### src/rtl/core_pkg.sv
// core_pkg: shared width, arbiter state and owner encodings
package core_pkg;
    localparam int XLEN = 32;
    typedef enum logic {IDLE, BUSY} state_t;
    typedef enum logic {OWN_IF, OWN_D} owner_t;
endpackage

### src/rtl/mem_arbiter.sv
// mem_arbiter: shares one memory port between fetch and load/store with anti-starvation
module mem_arbiter #(
    parameter int STARVE_LIMIT = 4,
    parameter int XLEN = core_pkg::XLEN
) (
    input  logic            clk,
    input  logic            rst,
    input  logic            if_req_valid_i,
    output logic            if_req_ready_o,
    input  logic [XLEN-1:0] if_addr_i,
    output logic            if_rsp_valid_o,
    output logic [XLEN-1:0] if_rdata_o,
    input  logic            if_flush_i,
    input  logic            d_req_valid_i,
    output logic            d_req_ready_o,
    input  logic [XLEN-1:0] d_addr_i,
    input  logic [XLEN-1:0] d_wdata_i,
    input  logic            d_we_i,
    input  logic [3:0]      d_be_i,
    output logic            d_rsp_valid_o,
    output logic [XLEN-1:0] d_rdata_o,
    output logic            mem_req_valid_o,
    input  logic            mem_req_ready_i,
    output logic [XLEN-1:0] mem_addr_o,
    output logic [XLEN-1:0] mem_wdata_o,
    output logic            mem_we_o,
    output logic [3:0]      mem_be_o,
    input  logic            mem_rsp_valid_i,
    input  logic [XLEN-1:0] mem_rdata_i
);
    import core_pkg::*;

    localparam int SW = $clog2(STARVE_LIMIT + 1);
    localparam logic [SW-1:0] LIM = SW'(STARVE_LIMIT);

    state_t        state;
    owner_t        owner;
    logic [SW-1:0] starve_cnt;
    logic          drop;
    logic          idle, fetch_win, data_win, hs;

    // Grant: data normally wins, fetch is forced through once it has lost LIM times
    always_comb begin
        idle            = state == IDLE;
        fetch_win       = if_req_valid_i & (!d_req_valid_i | starve_cnt == LIM);
        data_win        = d_req_valid_i & !fetch_win;
        mem_req_valid_o = idle & (if_req_valid_i | d_req_valid_i);
        hs              = mem_req_valid_o & mem_req_ready_i;
        if_req_ready_o  = idle & fetch_win & mem_req_ready_i;
        d_req_ready_o   = idle & data_win & mem_req_ready_i;
        mem_addr_o      = fetch_win ? if_addr_i : d_addr_i;
        mem_wdata_o     = fetch_win ? '0 : d_wdata_i;
        mem_we_o        = fetch_win ? 1'b0 : d_we_i;
        mem_be_o        = fetch_win ? 4'hF : d_be_i;
    end

    // FSM, starvation counter, flush-drop flag and registered responses
    always_ff @(posedge clk or posedge rst) begin
        if (rst) begin
            state          <= IDLE;
            owner          <= OWN_IF;
            starve_cnt     <= '0;
            drop           <= 1'b0;
            if_rsp_valid_o <= 1'b0;
            d_rsp_valid_o  <= 1'b0;
            if_rdata_o     <= '0;
            d_rdata_o      <= '0;
        end else begin
            if_rsp_valid_o <= 1'b0;
            d_rsp_valid_o  <= 1'b0;
            if (idle) begin
                if (hs) begin
                    state      <= BUSY;
                    owner      <= fetch_win ? OWN_IF : OWN_D;
                    starve_cnt <= fetch_win ? '0 :
                                  (if_req_valid_i && starve_cnt != LIM) ? starve_cnt + 1'b1 : starve_cnt;
                end
            end else if (mem_rsp_valid_i) begin
                state <= IDLE;
                drop  <= 1'b0;
                if (owner == OWN_D) begin
                    d_rsp_valid_o <= 1'b1;
                    d_rdata_o     <= mem_rdata_i;
                end else if (!(drop | if_flush_i)) begin
                    if_rsp_valid_o <= 1'b1;
                    if_rdata_o     <= mem_rdata_i;
                end
            end else if (owner == OWN_IF && if_flush_i) begin
                drop <= 1'b1;
            end
        end
    end
endmodule

### config.mk
export PLATFORM = sky130hd
export DESIGN_NAME = mem_arbiter
export DESIGN_NICKNAME = d
export VERILOG_FILES = /design/src/rtl/core_pkg.sv /design/src/rtl/mem_arbiter.sv
export SDC_FILE = /design/constraint.sdc
export NUM_CORES = 1
export LEC_CHECK = 0
export CAP_MARGIN = 20
export CORE_MARGIN = 3
export CORE_UTILIZATION = 30
export DETAILED_ROUTE_END_ITERATION = 10
export PLACE_DENSITY_LB_ADDON = 0.25
export SKIP_LAST_GASP = 1
export SYNTH_ARGS = -nofsm -noshare
export SYNTH_HDL_FRONTEND = slang
export SYNTH_SLANG_ARGS = --single-unit
### constraint.sdc
create_clock -name clk -period 2.25 [get_ports clk]
set_clock_uncertainty 0.2 [all_clocks]
set_input_delay 0.225 -clock clk [delete_from_list [all_inputs] [get_ports clk]]
set_output_delay 0.225 -clock clk [all_outputs]
set_load 0.01 [all_outputs]
Word-level counts from Yosys, hierarchy flattened:

Index checks and enable logic that the tools add are counted.

* register bits: 72
* input port bits: 140
* output and inout bits: 138
* logic and storage cells: 55

* $add $sub $neg: 1
* equal/unequal tests: 2
* mux-type cells: 19
* bitwise logic cells: 14
* reduce and logical (&&, ||, !) cells: 11

Operators by type and width (number)
* 32-bit 2-to-1 mux: 2
* 1-bit 2-to-1 mux: 14
* 1-bit AND: 8
* 3-bit 2-to-1 mux: 2
* 3-bit AND reduction: 2
* 4-bit 2-to-1 mux: 1
* 2-bit AND reduction: 2
* 4-bit AND reduction: 1
* 2-bit nonzero test: 2
* 3-bit by 1-bit adder with 3-bit output (second input constant): 1
* 3-bit equality test (second input constant): 1
* 3-bit != test (second input constant): 1
* 1-bit NOT: 3
* 1-bit OR: 3
* 1-bit logical AND: 2
* 1-bit logical NOT: 2

Logic depth before layout (Yosys ltp):

Gate-level depths: netlist of run 1.

* word-level depth: 7
* mapped depth: 6
* mapped depth without buffers: 5

Worst setup path before layout of run 1:

OpenSTA, ideal clock, no wires.

* path type: reg2out
* from: reg starve_cnt[0]
* to: out mem_addr_o[30]
* arrival: 1.482 ns
* slack: 0.343 ns
* cell stages (with the launch flop): 7
* cells stage by stage: dfrtp_1 > inv_1 > ha_1 > a21bo_2 > nand2_2 > buf_2 > mux2_2

* word-level cells in the longest chain between the ends: 4

RTL lines
* start: declaration: line mem_arbiter.sv:38 `logic [SW-1:0] starve_cnt;`
* start signal: assignment: line mem_arbiter.sv:75 `starve_cnt <= fetch_win ? '0 :`
* 3-bit equality test: line mem_arbiter.sv:45 `fetch_win = if_req_valid_i & (!d_req_valid_i | starve_cnt == LIM);`
* 1-bit OR: line mem_arbiter.sv:45
* 1-bit AND: line mem_arbiter.sv:45
* 32-bit 2-to-1 mux: line mem_arbiter.sv:51 `mem_addr_o = fetch_win ? if_addr_i : d_addr_i;`
* end: declaration: line mem_arbiter.sv:24 `output logic [XLEN-1:0] mem_addr_o,`

Every way passes these cells.

Final worst setup path of run 1:

* from: reg starve_cnt[1]
* to: out mem_addr_o[25]

The elaborated chain is that of the path after synthesis.

==> summary.txt, run 1 <==
STA
  • Hold_ws: 0.125 ns
  • Finish-stage setup viols: 32
  • Rel. slew slack: 0.752
  • Final Hold Fails: 0
  • Final Max Slew Viols: 0
  • Max Freq: 426 MHz
  • Setup TNS: -1.26 ns
  • Worst setup margin: -0.0954 ns
  • Minimum clock period: 2.35 ns
  • Final period util: 1.04
  • Worst-margin pin slew: 0.372 ns
  • RSZ-0062 raised after global routing: yes

Floorplanning
  • Core Footprint: 11000 sq um
  • DIE HEIGHT: 113 um
  • Top Ports: 278
  • Die X: 113 um
  • Die area: 12700 sq um
  • Initial Util: 0.311
  • Rows: 38

Job
  • MaxCap Viol Count: 0

Logic synthesis
  • Dominant synthesized flop cell: dfrtp_1
  • Syn avg cell area: 13.5 sq um
  • Asr flop ratio synth: 1.00
  • Cell taking the most area after synthesis: dfrtp_1
  • Share of the synthesized area in the top cell type: 0.527
  • Ys Warns: 0
  • Synth Cell Area: 3420 sq um
  • Syn Nets: 395
  • Synth area leaders: dfrtp_1, mux2_2, and2_1
  • EDFF count, synth: 0
  • Netlist cell types: 27
  • Sequential-to-total area share from yosys stat: 0.527
  • Synthesis-stage register bit count: 72
  • Mapped Cells: 253

Critical path
  • Worst Path Arrival: 1.92 ns
  • Crit path max-delay family: buffers and inverters
  • Worst setup EP type: output pin
  • Critical Path, Cell by Cell: inv_2, ha_4, a21bo_4, nand2_8, buf_16, buf_4, mux2_4, buf_6
  • Crit-path slowest cell: dfrtp_1
  • Crit path launch type: register
  • Buffers and inverters on the worst path: 4
  • CP Max Fanout: 7
  • Crit Path Class: register to output pin
  • Crit-path max cell delay: 0.36 ns
  • Required @ worst endpoint: 1.82 ns

Cells and area
  • Share of cells above drive strength 1: 0.386
  • FF/Latch Area: 1800 sq um
  • FILL cells: 868
  • Area Growth Syn to Fin: 105%
  • Design area: 7020 sq um
  • Antenna cells: 0
  • Final Non-Filler Cells: 700
  • Post-layout util: 0.639
  • Final Net Count: 697
  • Area of the multi-input gates: 1650 sq um

Clocking
  • Clock-pin slew on the worst setup and hold paths: 0.05 ns
  • TritonCTS clock tree: built
  • CTS sink cnt: 72
  • Clock Path Buffers: 2
  • Clk_lat worst skew: 0.32 ns
  • H-Tree Depth: 3
  • Cts bufs inserted: 9
  • Root buffer cell: clkbuf_16

Routing
  • Initial DRC Count: 91
  • Total Wirelength: 13200 um
  • Initial DRT Pass Iterations: 4
  • DR vias: 3193
  • Routed Antenna Nets: 0
  • Via-to-Cell Ratio: 4.56
  • DRC: 0
  • WL/cell: 18.9 um

Outcome
  • Status: complete, but fails checks
  • Failing checks: negative setup slack

Pwr
  • Total chip power: 7.08 mW
  • Pwr dens: 1010 nW/um^2
  • Peak supply drop: 0.802 mV
  • Leak pwr: 3.14 nW

GRT
  • Number of global-route vias before repair: 3346
  • Largest net degree at the start of global routing: 73
  • Total gr overflow: 0
  • First-pass GRT wire length: 19000 um
  • Initial antenna violation count: 0
  • Gr usage total: 0.196

Placement
  • IO Port Bufs: 277
  • Global placement routability congestion: 0.847
  • DP HPWL: 10200 um
  • Post-Place Setup Slack: -0.300 ns
  • Placed Area: 6450 sq um
  • Placed Cells incl. Taps: 670

Min path
  • Min-delay worst type: input port to asynchronous set/reset pin
[synth_stat cells, types with 4 or more instances]
cell      instances
and2_1           33
buf_2             4
dfrtp_1          72
inv_1             5
mux2_2           93
nand2_1           5
nand2b_1          4
nor2_1            4
[per-layer routing]
layer	share of wire	global-route usage	vias up	wire length (um)
met5	0	0	-	0
li1	-	-	1477	-
met2	0.54	0.372	156	7180
met1	0.34	0.192	1543	4430
met3	0.098	0.0754	17	1300
met4	0.023	0.0649	0	299
[power breakdown]
part | leakage (nW) | switching [mW] | total (mW) | internal, mW
Clock | 0.163 | 0.481 | 1.54 | 1.06
Sequential | 0.869 | 0.318 | 2.23 | 1.91
Combinational | 2.11 | 1.17 | 3.31 | 2.14
[cell type report]
cell class                      instances  area share
Clock inverter                          2     0.00855
Clock buffer                           14      0.0390
Multi-Input combinational cell        163       0.235
Timing Repair Buffer                  304       0.433
Sequential cell                        72       0.257
Inverter                                5     0.00267
Tap cell                              140      0.0249
[worst paths after layout]
check                                    start        endpoint  slack [ns]  depth (start not counted)
worst max-delay path             starve_cnt[1]  mem_addr_o[25]        -0.1                          8
worst min-delay path                       rst  if_rdata_o[18]        0.12                          3
worst max register to register           state  if_rdata_o[30]        0.52                          4
worst min register to register  if_rdata_o[18]  if_rdata_o[18]        0.29                          1
max in group asynchronous                  rst   starve_cnt[2]        1.45                          3
min in group clk                if_rdata_o[18]  if_rdata_o[18]        0.29                          1
[repair_timing]
action / CTS / global route
buffers inserted: 5 / 5
gates cloned: 2 / 3
pin swaps: 1 / 2
endpoints found under the setup margin: 70 / 70
gates resized for setup: 186 / 170
hold buffers: 0 / 0
[placed cells by master, fill, tap and decap left out, types with 5 or more instances in the layout]
| cell | instances |
|---|---|
| and2_1 | 29 |
| buf_4 | 14 |
| nand2_1 | 5 |
| buf_6 | 41 |
| dfrtp_1 | 72 |
| clkbuf_16 | 12 |
| mux2_4 | 25 |
| clkdlybuf4s50_1 | 207 |
| buf_2 | 21 |
| clkbuf_2 | 9 |
| mux2_2 | 68 |
| buf_12 | 7 |
[worst min-delay path: cells and delay by family]
kind	cells	cell delay (ns)
buf+inv	3	0.82
[kinds of logic after synthesis]
family	Yosys count	share of synthesized area
buffers and inverters	18	0.0311
flip-flops	72	0.527
AO/OA/AOI/OAI	9	0.0194
adder cells (fa/ha/maj)	2	0.00732
AND/OR/NAND/NOR	56	0.0992
multiplexers	96	0.316
[sequential cells by signal, summed over array words and instances, names as in the netlist]
register,flops
owner,1
if_rdata_o,32
d_rdata_o,32
d_rsp_valid_o,1
drop,1
starve_cnt,3
if_rsp_valid_o,1
state,1
(Power assumes the default switching activity.)
==> run 2: changes to the inputs <==
--- a/config.mk
+++ b/config.mk
@@ -6,7 +6,6 @@
 export NUM_CORES = 1
 export LEC_CHECK = 0
 export CAP_MARGIN = 20
-export CORE_MARGIN = 3
 export CORE_UTILIZATION = 30
 export DETAILED_ROUTE_END_ITERATION = 10
 export PLACE_DENSITY_LB_ADDON = 0.25
==> run 2 against run 1 <==
- the flow still finishes with violations (negative setup slack)
- largest power group unchanged
- clock-buffer cell count shrank 2
- worst setup slack lost 0.10 ns
- first-iteration DRC count grew 12%
- critical path depth grew 1
- register-to-register slack is essentially flat
==> summary.txt, run 2 (synthesis gave the netlist of run 1 again) <==
GRT
  • First-pass GRT wire length: 18100 um (was 19000 um)
  • Number of global-route vias before repair: 3357 (was 3346)
  • Gr usage total: 0.210 (was 0.196)
  • Total gr overflow: 0 (unchanged)
  • Initial antenna violation count: 0 (unchanged)
  • Largest net degree at the start of global routing: 73 (unchanged)

Cells and area
  • Share of cells above drive strength 1: 0.441 (was 0.386)
  • Design area: 7240 sq um (was 7020 sq um)
  • Area Growth Syn to Fin: 112% (was 105%)
  • Final Net Count: 704 (was 697)
  • Commonest non-fill, non-tap cell in the layout: clkdlybuf4s50_1 (unchanged)
  • Registers with the most flip-flops: d_rdata_o x32, if_rdata_o x32, starve_cnt x3 (unchanged)
  • Antenna cells: 0 (unchanged)
  • Commonest cells after routing, fill and taps aside: clkdlybuf4s50_1, mux2_2, dfrtp_1, buf_6, and2_4 (was clkdlybuf4s50_1, dfrtp_1, mux2_2, buf_6, and2_1)
  • Post-layout util: 0.659 (was 0.639)

STA
  • Worst-margin pin slew: 0.388 ns (was 0.372 ns)
  • Max Freq: 409 MHz (was 426 MHz)
  • Worst setup margin: -0.197 ns (was -0.0954 ns)
  • Final Max Slew Viols: 0 (unchanged)
  • Final period util: 1.09 (was 1.04)
  • Final Hold Fails: 0 (unchanged)
  • Setup TNS: -5.22 ns (was -1.26 ns)
  • Minimum clock period: 2.45 ns (was 2.35 ns)
  • RSZ-0062 raised after global routing: yes (unchanged)
  • Rel. slew slack: 0.742 (was 0.752)
  • Finish-stage setup viols: 58 (was 32)

Floorplanning
  • Core Footprint: 11000 sq um (unchanged)
  • Initial Util: 0.311 (unchanged)
  • Die X: 109 um (was 113 um)
  • Die area: 11800 sq um (was 12700 sq um)
  • DIE HEIGHT: 109 um (was 113 um)
  • Rows: 38 (unchanged)
  • Top Ports: 278 (unchanged)

Clocking
  • H-Tree Depth: 3 (unchanged)
  • CTS sink cnt: 72 (unchanged)
  • Root buffer cell: clkbuf_16 (unchanged)
  • Clk_lat worst skew: 0.33 ns (was 0.32 ns)
  • TritonCTS clock tree: built (unchanged)
  • Clock Path Buffers: 2 (unchanged)
  • Clock-pin slew on the worst setup and hold paths: 0.06 ns (was 0.05 ns)
  • CTS Hold Buffers Added: 0 (unchanged)
  • Cts bufs inserted: 9 (unchanged)

Outcome
  • Failing checks: negative setup slack (unchanged)
  • Status: complete, but fails checks (unchanged)

Routing
  • Via-to-Cell Ratio: 4.57 (was 4.56)
  • Initial DRC Count: 102 (was 91)
  • Initial DRT Pass Iterations: 4 (unchanged)
  • DRC: 0 (unchanged)
  • DR vias: 3230 (was 3193)
  • WL/cell: 17.7 um (was 18.9 um)
  • Total Wirelength: 12500 um (was 13200 um)
  • Routed Antenna Nets: 0 (unchanged)

Placement
  • Post-Place Setup Slack: -0.320 ns (was -0.300 ns)
  • Global placement routability congestion: 0.775 (was 0.847)
  • DP HPWL: 9320 um (was 10200 um)
  • IO Port Bufs: 277 (unchanged)
  • Placed Area: 6460 sq um (was 6450 sq um)

Pwr
  • Pwr dens: 976 nW/um^2 (was 1010 nW/um^2)
  • Peak supply drop: 0.771 mV (was 0.802 mV)
  • Leak pwr: 3.25 nW (was 3.14 nW)
  • Total chip power: 7.07 mW (was 7.08 mW)

Min path
  • Min-delay worst type: input port to asynchronous set/reset pin (unchanged)

Critical path
  • Worst Path Arrival: 2.02 ns (was 1.92 ns)
  • Worst R2R Setup Slack: 0.53 ns (was 0.52 ns)
  • Required @ worst endpoint: 1.82 ns (about the same)
  • CP Max Fanout: 5 (was 7)
  • Worst setup EP type: output pin (unchanged)
  • Crit path launch type: register (unchanged)
  • Crit Path Class: register to output pin (unchanged)
  • R2R depth: 4 (unchanged)

Job
  • MaxCap Viol Count: 0 (unchanged)
==> run 2: cell count changes in the layout (fill, tap and decap cells not counted), sizes merged <==
| cell | change |
|---|---|
| buf | +16 |
| clkbuf | -11 |
| bufinv | -1 |
| clkdlybuf4s50 | -1 |
| clkinv | +1 |
| clkinvlp | +1 |
| dlymetal6s2s | +1 |
| inv | +1 |
==> run 2: cell type report <==
class / count / area [sq um]
clock buffers: 12 / 256
clock inverters: 4 / 51.3
multi-input cells: 163 / 1710
repair buffers: 311 / 3230
inverters: 5 / 18.8
fillers: 860 / 3740
well taps: 140 / 175
flip-flops and latches: 72 / 1800
==> run 2: final timing paths <==
path | endpoint | start
worst max-delay path | mem_addr_o[20] | starve_cnt[0]
min in group clk | if_rdata_o[18] | if_rdata_o[18]
max in group asynchronous | d_rdata_o[3] | rst
worst min-delay path | if_rdata_o[22] | rst
worst min register to register | if_rdata_o[18] | if_rdata_o[18]
worst max register to register | if_rdata_o[5] | state
==> run 2: metrics by stage <==
step                      instances  hold slack, ns
after global routing            707           0.133
after global placement          673           0.267
after floorplan                 253           0.121
final                           707           0.104
after CTS                       706           0.115
after detailed placement        673           0.276
==> run 2: worst max-delay path, stage by stage (launching register included) <==
cell and delay (ns):
dfrtp_1 0.38, inv_1 0.07, ha_2 0.19, a21bo_4 0.16, nand2_8 0.08, buf_12 0.15
buf_16 0.13, buf_6 0.11, mux2_4 0.29, buf_6 0.12
==> run 2: per-layer routing <==
metal	up-vias	track usage	share of wire
met5	-	0	0
met4	0	0.0878	0.031
met3	23	0.0837	0.095
met2	165	0.387	0.54
met1	1543	0.208	0.33
li1	1499	-	-
==> run 2: where the power goes <==
part	internal (mW)	switching (mW)	total, mW
logic	2.22	1.18	3.41
registers	1.91	0.313	2.22
clock network	0.920	0.519	1.44
==> run 2: timing repair <==
action | in CTS | in global routing
endpoints found under the setup margin | 70 | 71
resized for setup | 339 | 88
gates cloned | 5 | 0
pin swaps | 10 | 19
setup buffers | 12 | 3
endpoints found under the hold margin | 0 | 0
==> run 3: changes to the inputs <==
--- a/config.mk
+++ b/config.mk
@@ -8,6 +8,7 @@
 export CAP_MARGIN = 20
 export CORE_UTILIZATION = 30
 export DETAILED_ROUTE_END_ITERATION = 10
+export HOLD_SLACK_MARGIN = 0.03
 export PLACE_DENSITY_LB_ADDON = 0.25
 export SKIP_LAST_GASP = 1
 export SYNTH_ARGS = -nofsm -noshare
==> results of run 3 <==
Final layout, timing and power as in run 2 (identical DEF).
